File: src/rtl/seg_led_ascii_capture_pkg.sv
// Shared segment/ASCII tables for the 7-segment display path.
// The display driver encodes from the same constants, so encode and decode cannot diverge.
package seg_led_ascii_capture_pkg;

  localparam int unsigned NUM_DIGITS = 6;

  // Active-low segment patterns {g,f,e,d,c,b,a}
  localparam logic [6:0] SEG_BLANK = 7'h7F;
  localparam logic [6:0] SEG_0     = 7'h40;
  localparam logic [6:0] SEG_1     = 7'h79;
  localparam logic [6:0] SEG_2     = 7'h24;
  localparam logic [6:0] SEG_3     = 7'h30;
  localparam logic [6:0] SEG_4     = 7'h19;
  localparam logic [6:0] SEG_5     = 7'h12;
  localparam logic [6:0] SEG_6     = 7'h02;
  localparam logic [6:0] SEG_7     = 7'h78;
  localparam logic [6:0] SEG_8     = 7'h00;
  localparam logic [6:0] SEG_9     = 7'h10;
  localparam logic [6:0] SEG_F     = 7'h0E;

  localparam logic [7:0] ASCII_BLANK = 8'h00;
  localparam logic [7:0] ASCII_UNK   = 8'h3F;

  typedef struct packed {
    logic       err;
    logic [7:0] ascii;
  } seg_dec_t;

  function automatic seg_dec_t seg_decode(input logic [6:0] seg);
    seg_dec_t r;
    r.err = 1'b0;
    unique case (seg)
      SEG_BLANK: r.ascii = ASCII_BLANK;
      SEG_0:     r.ascii = 8'h30;
      SEG_1:     r.ascii = 8'h31;
      SEG_2:     r.ascii = 8'h32;
      SEG_3:     r.ascii = 8'h33;
      SEG_4:     r.ascii = 8'h34;
      SEG_5:     r.ascii = 8'h35;
      SEG_6:     r.ascii = 8'h36;
      SEG_7:     r.ascii = 8'h37;
      SEG_8:     r.ascii = 8'h38;
      SEG_9:     r.ascii = 8'h39;
      SEG_F:     r.ascii = 8'h46;
      default: begin
        r.ascii = ASCII_UNK;
        r.err   = 1'b1;
      end
    endcase
    return r;
  endfunction

endpackage

File: src/rtl/seg7_ascii_decode.sv
// Combinational 7-segment (active-low) to ASCII decoder; flags unknown patterns.
module seg7_ascii_decode
  import seg_led_ascii_capture_pkg::*;
(
  input  logic [6:0] led,
  output logic       err,
  output logic [7:0] ascii
);

  seg_dec_t dec;

  assign dec   = seg_decode(led);
  assign err   = dec.err;
  assign ascii = dec.ascii;

endmodule

File: src/rtl/seg_led_ascii_capture.sv
// Receive side of a 6-digit multiplexed 7-segment bus: filters scan skew, decodes each
// digit back to ASCII and publishes all six characters atomically once per full frame.
module seg_led_ascii_capture
  import seg_led_ascii_capture_pkg::*;
#(
  parameter int unsigned SYNC_STAGES   = 2,
  parameter int unsigned STABLE_CYCLES = 64,
  parameter int unsigned BLANK_TIMEOUT = 65536
) (
  input  logic       clk,
  input  logic       rst,
  input  logic [5:0] seg_sel_in,
  input  logic [7:0] seg_led_in,
  output logic [7:0] char0,
  output logic [7:0] char1,
  output logic [7:0] char2,
  output logic [7:0] char3,
  output logic [7:0] char4,
  output logic [7:0] char5,
  output logic       frame_valid,
  output logic       decode_err,
  output logic       blank
);

  localparam int unsigned StableW = (STABLE_CYCLES > 2) ? $clog2(STABLE_CYCLES) : 1;
  localparam int unsigned IdleW   = $clog2(BLANK_TIMEOUT + 1);
  localparam logic [StableW-1:0] StableMax = StableW'(STABLE_CYCLES - 1);
  localparam logic [StableW-1:0] StableArm = StableW'(STABLE_CYCLES - 2);
  localparam logic [IdleW-1:0]   IdleMax   = IdleW'(BLANK_TIMEOUT);
  localparam logic [IdleW-1:0]   IdleArm   = IdleW'(BLANK_TIMEOUT - 1);

  logic [SYNC_STAGES-1:0][5:0] sel_pipe_q;
  logic [SYNC_STAGES-1:0][7:0] led_pipe_q;
  logic [5:0]                  sel;
  logic [7:0]                  led;
  logic [13:0]                 prev_q;
  logic [StableW-1:0]          stable_cnt_q, stable_cnt_d;
  logic [IdleW-1:0]            idle_cnt_q, idle_cnt_d;
  logic                        changed, cap_stb, blank_evt, publish;

  logic [NUM_DIGITS-1:0][7:0] shadow_q, shadow_d;
  logic [NUM_DIGITS-1:0][7:0] chars_q, chars_d;
  logic [NUM_DIGITS-1:0]      seen_q, seen_d;
  logic                       err_pend_q, err_pend_d;
  logic                       frame_valid_q, frame_valid_d;
  logic                       decode_err_q, decode_err_d;
  logic                       blank_q, blank_d;

  logic [2:0] n_low;
  logic [2:0] dig_idx;
  logic       dec_err;
  logic [7:0] dec_ascii;

  // Synchronizers reset to all-ones, i.e. nothing selected and all segments off
  always_ff @(posedge clk or posedge rst) begin
    if (rst) begin
      sel_pipe_q <= '1;
      led_pipe_q <= '1;
      prev_q     <= '1;
    end else begin
      sel_pipe_q <= {sel_pipe_q[SYNC_STAGES-2:0], seg_sel_in};
      led_pipe_q <= {led_pipe_q[SYNC_STAGES-2:0], seg_led_in};
      prev_q     <= {sel, led};
    end
  end

  assign sel     = sel_pipe_q[SYNC_STAGES-1];
  assign led     = led_pipe_q[SYNC_STAGES-1];
  assign changed = ({sel, led} != prev_q);

  // Strobe fires on the single transition into StableMax, so a held input captures once
  always_comb begin
    stable_cnt_d = stable_cnt_q;
    if (changed) begin
      stable_cnt_d = '0;
    end else if (stable_cnt_q != StableMax) begin
      stable_cnt_d = stable_cnt_q + 1'b1;
    end
  end

  assign cap_stb = !changed && (stable_cnt_q == StableArm);

  always_comb begin
    idle_cnt_d = idle_cnt_q;
    if (sel != 6'h3F) begin
      idle_cnt_d = '0;
    end else if (idle_cnt_q != IdleMax) begin
      idle_cnt_d = idle_cnt_q + 1'b1;
    end
  end

  assign blank_evt = (sel == 6'h3F) && (idle_cnt_q == IdleArm);

  always_comb begin
    n_low   = '0;
    dig_idx = '0;
    for (int i = 0; i < NUM_DIGITS; i++) begin
      if (!sel[i]) begin
        n_low   = n_low + 3'd1;
        dig_idx = 3'(i);
      end
    end
  end

  seg7_ascii_decode u_decode (
    .led   (led[6:0]),
    .err   (dec_err),
    .ascii (dec_ascii)
  );

  assign publish = (seen_q == '1);

  always_comb begin
    shadow_d      = shadow_q;
    chars_d       = chars_q;
    seen_d        = seen_q;
    err_pend_d    = err_pend_q;
    frame_valid_d = 1'b0;
    decode_err_d  = decode_err_q;
    blank_d       = blank_q;
    if (blank_evt) begin
      chars_d    = '0;
      shadow_d   = '0;
      seen_d     = '0;
      err_pend_d = 1'b0;
      blank_d    = 1'b1;
    end else begin
      if (publish) begin
        chars_d       = shadow_q;
        frame_valid_d = 1'b1;
        decode_err_d  = err_pend_q;
        seen_d        = '0;
        err_pend_d    = 1'b0;
      end
      // Applied after the publish clear so a coincident capture belongs to the next frame
      if (cap_stb) begin
        if (n_low == 3'd1) begin
          shadow_d[dig_idx] = dec_ascii;
          seen_d[dig_idx]   = 1'b1;
          blank_d           = 1'b0;
          if (dec_err) begin
            err_pend_d = 1'b1;
          end
        end else if (n_low > 3'd1) begin
          err_pend_d = 1'b1;
        end
      end
    end
  end

  always_ff @(posedge clk or posedge rst) begin
    if (rst) begin
      stable_cnt_q  <= '0;
      idle_cnt_q    <= '0;
      shadow_q      <= '0;
      chars_q       <= '0;
      seen_q        <= '0;
      err_pend_q    <= 1'b0;
      frame_valid_q <= 1'b0;
      decode_err_q  <= 1'b0;
      blank_q       <= 1'b1;
    end else begin
      stable_cnt_q  <= stable_cnt_d;
      idle_cnt_q    <= idle_cnt_d;
      shadow_q      <= shadow_d;
      chars_q       <= chars_d;
      seen_q        <= seen_d;
      err_pend_q    <= err_pend_d;
      frame_valid_q <= frame_valid_d;
      decode_err_q  <= decode_err_d;
      blank_q       <= blank_d;
    end
  end

  assign char0       = chars_q[0];
  assign char1       = chars_q[1];
  assign char2       = chars_q[2];
  assign char3       = chars_q[3];
  assign char4       = chars_q[4];
  assign char5       = chars_q[5];
  assign frame_valid = frame_valid_q;
  assign decode_err  = decode_err_q;
  assign blank       = blank_q;

endmodule

File: config.mk
export PLATFORM = sky130hd
export DESIGN_NAME = seg_led_ascii_capture
export DESIGN_NICKNAME = d
export VERILOG_FILES = /design/src/rtl/seg_led_ascii_capture_pkg.sv /design/src/rtl/seg7_ascii_decode.sv /design/src/rtl/seg_led_ascii_capture.sv
export SDC_FILE = /design/constraint.sdc
export NUM_CORES = 1
export LEC_CHECK = 0
export ABC_CLOCK_PERIOD_IN_PS = 16700
export BUFFER_PORTS_ARGS = -buffer_cell sky130_fd_sc_hd__buf_4
export CORE_MARGIN = 2
export CORE_UTILIZATION = 28
export DETAILED_ROUTE_END_ITERATION = 10
export PLACE_DENSITY_LB_ADDON = 0.25
export SKIP_CTS_REPAIR_TIMING = 1
export SLEW_MARGIN = 0
export SYNTH_ARGS = -nofsm -noshare
export SYNTH_HDL_FRONTEND = slang
export SYNTH_HIERARCHICAL = 1
export SYNTH_SLANG_ARGS = --single-unit
export TNS_END_PERCENT = 5
File: constraint.sdc
create_clock -name clk -period 16.7 [get_ports clk]
set_input_delay 3.34 -clock clk [delete_from_list [all_inputs] [get_ports clk]]
set_output_delay 3.34 -clock clk [all_outputs]
set_load 0.01 [all_outputs]
==> impl_metrics.json, run 1 <==
{
  "drtAntennaViolNets": 0,
  "skew_ps": 13.9,
  "setup.worst_path.class": "reg -> reg",
  "synth_area_per_cell_um2": 10.8,
  "dieArea_um2": 28100,
  "powerDensity_nw_per_um2": 96.8,
  "overflow": 0,
  "crit_path_start_kind": "flop",
  "slew_viol_final": 0,
  "grt_setup_unrepaired": "no",
  "status": "finished with violations",
  "vias": 4987,
  "clk_pin_slew_ps": 70,
  "fin_setup_tns_ps": 0,
  "dp_hpwl_mm": 10.3,
  "drt_iter0_drc": 352,
  "ys_seq_area_share_pct": 57.9,
  "die_h_um": 167,
  "max_freq_ghz": 0.189,
  "synth.largest_area_cell": "dfrtp_1",
  "cts_tree": "done",
  "antenna_found_initial": 0,
  "pin_count": 67,
  "dieWidth_um": 167,
  "period_minus_slack_ps": 5290,
  "clock-sinks": 171,
  "p_clk_share_pct": 45.3,
  "hold_viol": 0,
  "netlist_instances": 692,
  "worstMarginPinSlew_ps": 1020,
  "clockBufferDepth": 2,
  "drt_wl_total_mm": 16.4,
  "synthFlopType": "dfrtp_1",
  "power_w": 0.000853,
  "post_drt_via_cell_ratio": 4.59,
  "synth_area_um2": 7480,
  "p_seq_share_pct": 50.5,
  "hp-class": "reg -> reg",
  "grt_usage_pct": 12.2,
  "mostFrequentLayoutCell": "dfrtp_1",
  "vdd_drop_max_v": 0.0000566,
  "grt_first_pass_wirelength_mm": 27.2,
  "initial_core_util_pct": 28.6,
  "combPwrFrac_pct": 4.2,
  "synth.distinct_cells": 58,
  "syn_to_final_growth_pct": 17.9,
  "cp.arrival_ps": 5620,
  "io_buffers": 66,
  "final_cells": 1086,
  "synth_edf_count": 0,
  "violations": "DRC",
  "max_cap_viol_count": 0,
  "fin_crit_sh_pct": 31.7,
  "fill_cells": 2702,
  "remaining_drc_errors": 7,
  "gp_congestion": 0.792,
  "htreeDepth": 4,
  "layout.nets": 765,
  "p_leak_nw": 3.93,
  "layout_common_cells": "dfrtp_1, nand2_1, buf_4",
  "clkLatencyLatePin_ps": 440,
  "cts_root_buf": "clkbuf_16",
  "antennaDiodeCount": 0,
  "rows": 59,
  "dp.cells": 1055,
  "slew_headroom_pct": 31.2,
  "cp_max_fo": 21,
  "drive_gt1_share_pct": 25.6,
  "grt_max_degree": 101,
  "power.internal_w": 0.000646,
  "drt_pre_antenna_iters": 7,
  "fp.coreArea_um2": 26100,
  "required_ps": 17020,
  "wl_per_cell_um": 15.1,
  "ys_warn_count": 6,
  "switchingPower_w": 0.000208,
  "grt_pass1_vias": 5080,
  "syn_nets": 718,
  "numCtsBuffers": 17,
  "crit_path_end_kind": "flop",
  "synth_area_leaders": "dfrtp_1, dfstp_2, nand2_1",
  "ys_ff_latch": 171,
  "yosys.area.top_type_share_pct": 42.8,
  "synth-async-reset-ratio_pct": 100,
  "finalSetupViolations": 0,
  "swShare_pct": 24.3
}
==> logic make-up (layout without fill, tap and decap cells) <==
| logic type | after synthesis | count (layout) | share of synthesized area (%) |
|---|---|---|---|
| simple gates | 276 | 276 | 18.5 |
| flops | 171 | 171 | 57.9 |
| compound gates | 103 | 103 | 8.09 |
| buf+inv | 57 | 116 | 3.49 |
| xor+xnor | 39 | 39 | 4.96 |
| mux | 35 | 35 | 5.30 |
| fa+ha+maj | 10 | 10 | 1.67 |
| other cells | 1 | 1 | 0.0501 |
==> layer usage <==
layer / part of all wire, % / vias to the layer above / GRT usage, % / wire [um]
met3: 4.7 / 19 / 2.93 / 769
met1: 49 / 2414 / 17.0 / 7980
met2: 45 / 94 / 18.4 / 7330
met5: 0 / - / 0 / 0
met4: 1.8 / 0 / 4.42 / 294
li1: - / 2460 / - / -
==> layout make-up <==
cell class                      instances  area (um^2)  share of cell area [%]
Clock inverter                         13          133                    1.50
Inverter                               12         50.0                   0.567
Clock buffer                           18          429                    4.87
Tap cell                              335          419                    4.75
Multi-Input combinational cell        464         2910                    33.0
Sequential cell                       171         4330                    49.1
Timing Repair Buffer                   73          548                    6.21
==> metrics by stage <==
stage	area (um^2)	setup slack (ps)	util, %	hold WS [ps]
after floorplan	7480	8800	-	345
after global placement	8260	11460	31.6	347
after detailed placement	8260	11400	31.6	347
after CTS	8820	11380	33.8	357
after global routing	8820	10930	33.8	359
final	8820	11410	33.8	356
==> power groups by stage <==
stage               clock network (W)   logic, W  registers [W]
floorplan                           0  0.0000295       0.000434
global placement                    0  0.0000356       0.000439
detailed placement                  0  0.0000361       0.000439
CTS                          0.000399  0.0000363       0.000431
global route                 0.000417  0.0000407       0.000432
finish                       0.000387  0.0000357       0.000431
==> state kept, by name, indices dropped and copies added, names as in the netlist <==
signal / count
blank: 1
char0: 8
char1: 8
char2: 8
char3: 8
char4: 8
char5: 8
decode_err: 1
err_pend_q: 1
frame_valid: 1
idle_cnt_q: 17
led: 8
led_pipe_q: 8
prev_q: 14
seen_q: 6
sel: 6
sel_pipe_q: 6
shadow_q: 48
stable_cnt_q: 6
==> worst max-delay path, stage by stage (launching register included) <==
cell	delay [ps]
dfstp_2	760
clkinv_1	490
ha_1	370
and2_1	170
nor2_1	130
inv_1	60
ha_1	280
nor2_1	90
a21oi_1	50
ha_1	280
nand2_1	80
nand3_1	90
ha_1	190
nor2b_1	130
xnor2_1	190
xnor2_1	130
or4_4	650
or4_1	680
mux2_4	370
==> Yosys cell counts, types with 2 or more instances <==
library cell,count
a211oi_1,2
a21o_1,4
a21oi_1,69
a32oi_1,2
and3_1,5
and4_1,3
buf_1,7
buf_2,5
buf_4,3
buf_6,4
clkbuf_1,26
dfrtp_1,128
dfstp_2,43
ha_1,10
inv_1,11
mux2_2,33
nand2_1,120
nand2b_1,3
nand3_1,12
nand3b_1,3
nand4_1,23
nor2_1,38
nor2b_1,35
nor3_1,6
nor4_1,7
o21ai_0,2
o31ai_1,16
or3_1,4
or3b_1,2
or4_1,2
or4b_1,2
xnor2_1,10
xor2_1,27
==> path summary, 6_finish.rpt <==
kind / from / slack (ps) / cells past startpoint / endpoint
min in group asynchronous: rst / 3130 / 2 / stable_cnt_q[0]
max: sel[1] / 11410 / 18 / shadow_q[16]
min reg2reg: sel_pipe_q[3] / 360 / 0 / sel[3]
max in group asynchronous: rst / 12100 / 3 / shadow_q[42]
min: sel_pipe_q[3] / 360 / 0 / sel[3]
max reg2reg: sel[1] / 11410 / 18 / shadow_q[16]
Power figures use the tool's default switching activity.
==> inputs of run 2 (changes only) <==
--- a/config.mk
+++ b/config.mk
@@ -5,7 +5,7 @@
 export SDC_FILE = /design/constraint.sdc
 export NUM_CORES = 1
 export LEC_CHECK = 0
-export ABC_CLOCK_PERIOD_IN_PS = 16700
+export ABC_CLOCK_PERIOD_IN_PS = 5500
 export BUFFER_PORTS_ARGS = -buffer_cell sky130_fd_sc_hd__buf_4
 export CORE_MARGIN = 2
 export CORE_UTILIZATION = 28
==> constraint.sdc (replaced) <==
create_clock -name clk -period 5.5 [get_ports clk]
set_input_delay 1.1 -clock clk [delete_from_list [all_inputs] [get_ports clk]]
set_output_delay 1.1 -clock clk [all_outputs]
set_load 0.01 [all_outputs]
==> run 2 against run 1 <==
Net effect:
- the flow still finishes with violations (DRC)
- clock-buffer cell count increased by 6
- register-to-register slack got worse by 10000 ps
- total power grew to 3.1 times the previous value
- highest routed layer unchanged
- core utilization up 0.13 points
- critical path type unchanged
- wire length increased by 1.7%
- non-clock buffer count increased by 1
- final area up 0.38%
- clock power rose to 3.1 times the previous value
- fmax increased by 16%
- critical path depth unchanged
==> impl_metrics.json, run 2 (synthesis gave the netlist of run 1 again) <==
{
  "holdPathEnd": "led[6]",
  "m1WireLength_mm": 8.05,
  "slowest_delay_ps": 680,
  "worstMarginPinSlew_ps": 1020,
  "clkLatencyLatePin_ps": 430,
  "period_minus_slack_ps": 4560,
  "fin_crit_sh_pct": 82.9,
  "wl_met3_um": 692,
  "layout.nets": 766,
  "vdd_drop_max_v": 0.000135,
  "initial_core_util_pct": 28.6,
  "wl_met2_mm": 7.74,
  "clockBufferDepth": 2,
  "slew_headroom_pct": 31.4,
  "crit_slowest_cell": "or4_1",
  "worst_slack_ps": 940,
  "top_regs": "shadow_q (48), idle_cnt_q (17), prev_q (14)",
  "worstRegToRegCells": 18,
  "overflow": 0,
  "drive_gt1_share_pct": 25.4,
  "preCtsSetupSlack_ps": 916,
  "finalSetupViolations": 0,
  "antennaDiodeCount": 0,
  "grt_setup_unrepaired": "no",
  "powerDensity_nw_per_um2": 294,
  "crit_chain": "buf_4 -> ha_1 -> nor2_1 -> nor2_1 -> inv_1 -> ha_1 -> nor2_1 -> a21oi_1 -> ha_1 -> nand2_1 -> nand3_1 -> ha_1 -> nor2b_1 -> xnor2_1 -> xnor2_1 -> or4_4 -> or4_1 -> mux2_4",
  "dp_hpwl_mm": 10.2,
  "grt_max_degree": 136,
  "hp-start": "led_pipe_q[6]",
  "holdPathStages": 0,
  "hp-class": "reg -> reg",
  "grt_usage_pct": 12.4,
  "numCtsBuffers": 17,
  "path_delay_family": "simple AND/OR/NAND/NOR gates",
  "cp.arrival_ps": 4870,
  "fp.coreArea_um2": 26100,
  "largest_reg_flops": 48,
  "worstReg2RegStart": "sel[1]",
  "skew_ps": 11.1,
  "rows": 59,
  "cp_max_fo": 20,
  "violations": "DRC",
  "setup.worst_path.class": "reg -> reg",
  "status": "finished with violations",
  "fin_setup_tns_ps": 0,
  "post_drt_via_cell_ratio": 4.62,
  "syn_to_final_growth_pct": 18.3,
  "io_buffers": 66,
  "drt_wl_total_mm": 16.6,
  "cts_tree": "done",
  "top_register": "shadow_q",
  "crit_path_end_kind": "flop",
  "required_ps": 5810,
  "rr_endpoint": "shadow_q[16]",
  "drtAntennaViolNets": 0,
  "slew_viol_final": 0,
  "htreeDepth": 4,
  "dieWidth_um": 167,
  "hold_viol": 0,
  "path_buf_inv": 2,
  "antenna_found_initial": 0,
  "drt_iter0_drc": 502,
  "grt_pass1_vias": 5110,
  "p_leak_nw": 3.95,
  "vias": 5028,
  "crit_top_cell": "ha_1",
  "mostFrequentLayoutCell": "dfrtp_1",
  "die_h_um": 167,
  "clock-sinks": 171,
  "layout_common_cells": "dfrtp_1, nand2_1, buf_4",
  "dieArea_um2": 28100,
  "wl_per_cell_um": 15.3,
  "grt_first_pass_wirelength_mm": 27.7,
  "gp_congestion": 0.798,
  "clk_pin_slew_ps": 70,
  "pin_count": 67,
  "dr.max_layer_used": "met4",
  "crit_path_start_kind": "flop",
  "rrSetupSlack_ps": 940,
  "drt_pre_antenna_iters": 8,
  "max_cap_viol_count": 0,
  "max_freq_ghz": 0.219,
  "remaining_drc_errors": 6,
  "cts_root_buf": "clkbuf_16"
}
[run 2: cell count changes in the layout (fill, tap and decap cells not counted), sizes merged]
cell and change:
clkinvlp -1, clkinv +1, inv -5, buf +1, clkbuf +6
[run 2: metal layers]
metal	vias up	track usage, %
met5	-	0
met4	0	3.40
met3	16	3.19
met2	113	19.3
met1	2442	17.2
li1	2457	-
[run 2: how the worst max path moves through the flow]
stage	slack, ps	cells past startpoint	end	from
after floorplan	950	21	shadow_q[24]	sel[1]
after global placement	950	18	shadow_q[16]	sel[1]
after detailed placement	920	18	shadow_q[16]	sel[1]
after CTS	910	18	shadow_q[16]	sel[1]
after global routing	670	18	shadow_q[16]	sel[1]
final	940	18	shadow_q[16]	sel[1]
[run 2: per-stage QoR]
step | instance area [um^2] | power, W | util, % | instances | hold WS, ps
global route | 8850 | 0.00272 | 33.9 | 1088 | 358
detailed placement | 8280 | 0.00144 | 31.7 | 1056 | 347
floorplan | 7490 | 0.00141 | - | 692 | 345
CTS | 8850 | 0.00265 | 33.9 | 1088 | 356
finish | 8850 | 0.00261 | 33.9 | 1088 | 356
global placement | 8280 | 0.00144 | 31.7 | 1056 | 346
[run 2: power by group]
group	internal, W	leakage, nW	switching [W]	total, W
registers	0.00129	2.23	0.0000198	0.00131
clock network	0.000680	0.285	0.000508	0.00119
logic	0.0000416	1.44	0.0000693	0.000111
total	0.00201	3.95	0.000597	0.00261
[run 2: final cells by class]
class	count	area, um^2
inverters	12	48.8
flip-flops and latches	171	4330
fillers	2698	17300
clock buffers	24	493
well taps	335	419
multi-input cells	464	2910
clock inverters	8	83.8
repair buffers	74	568
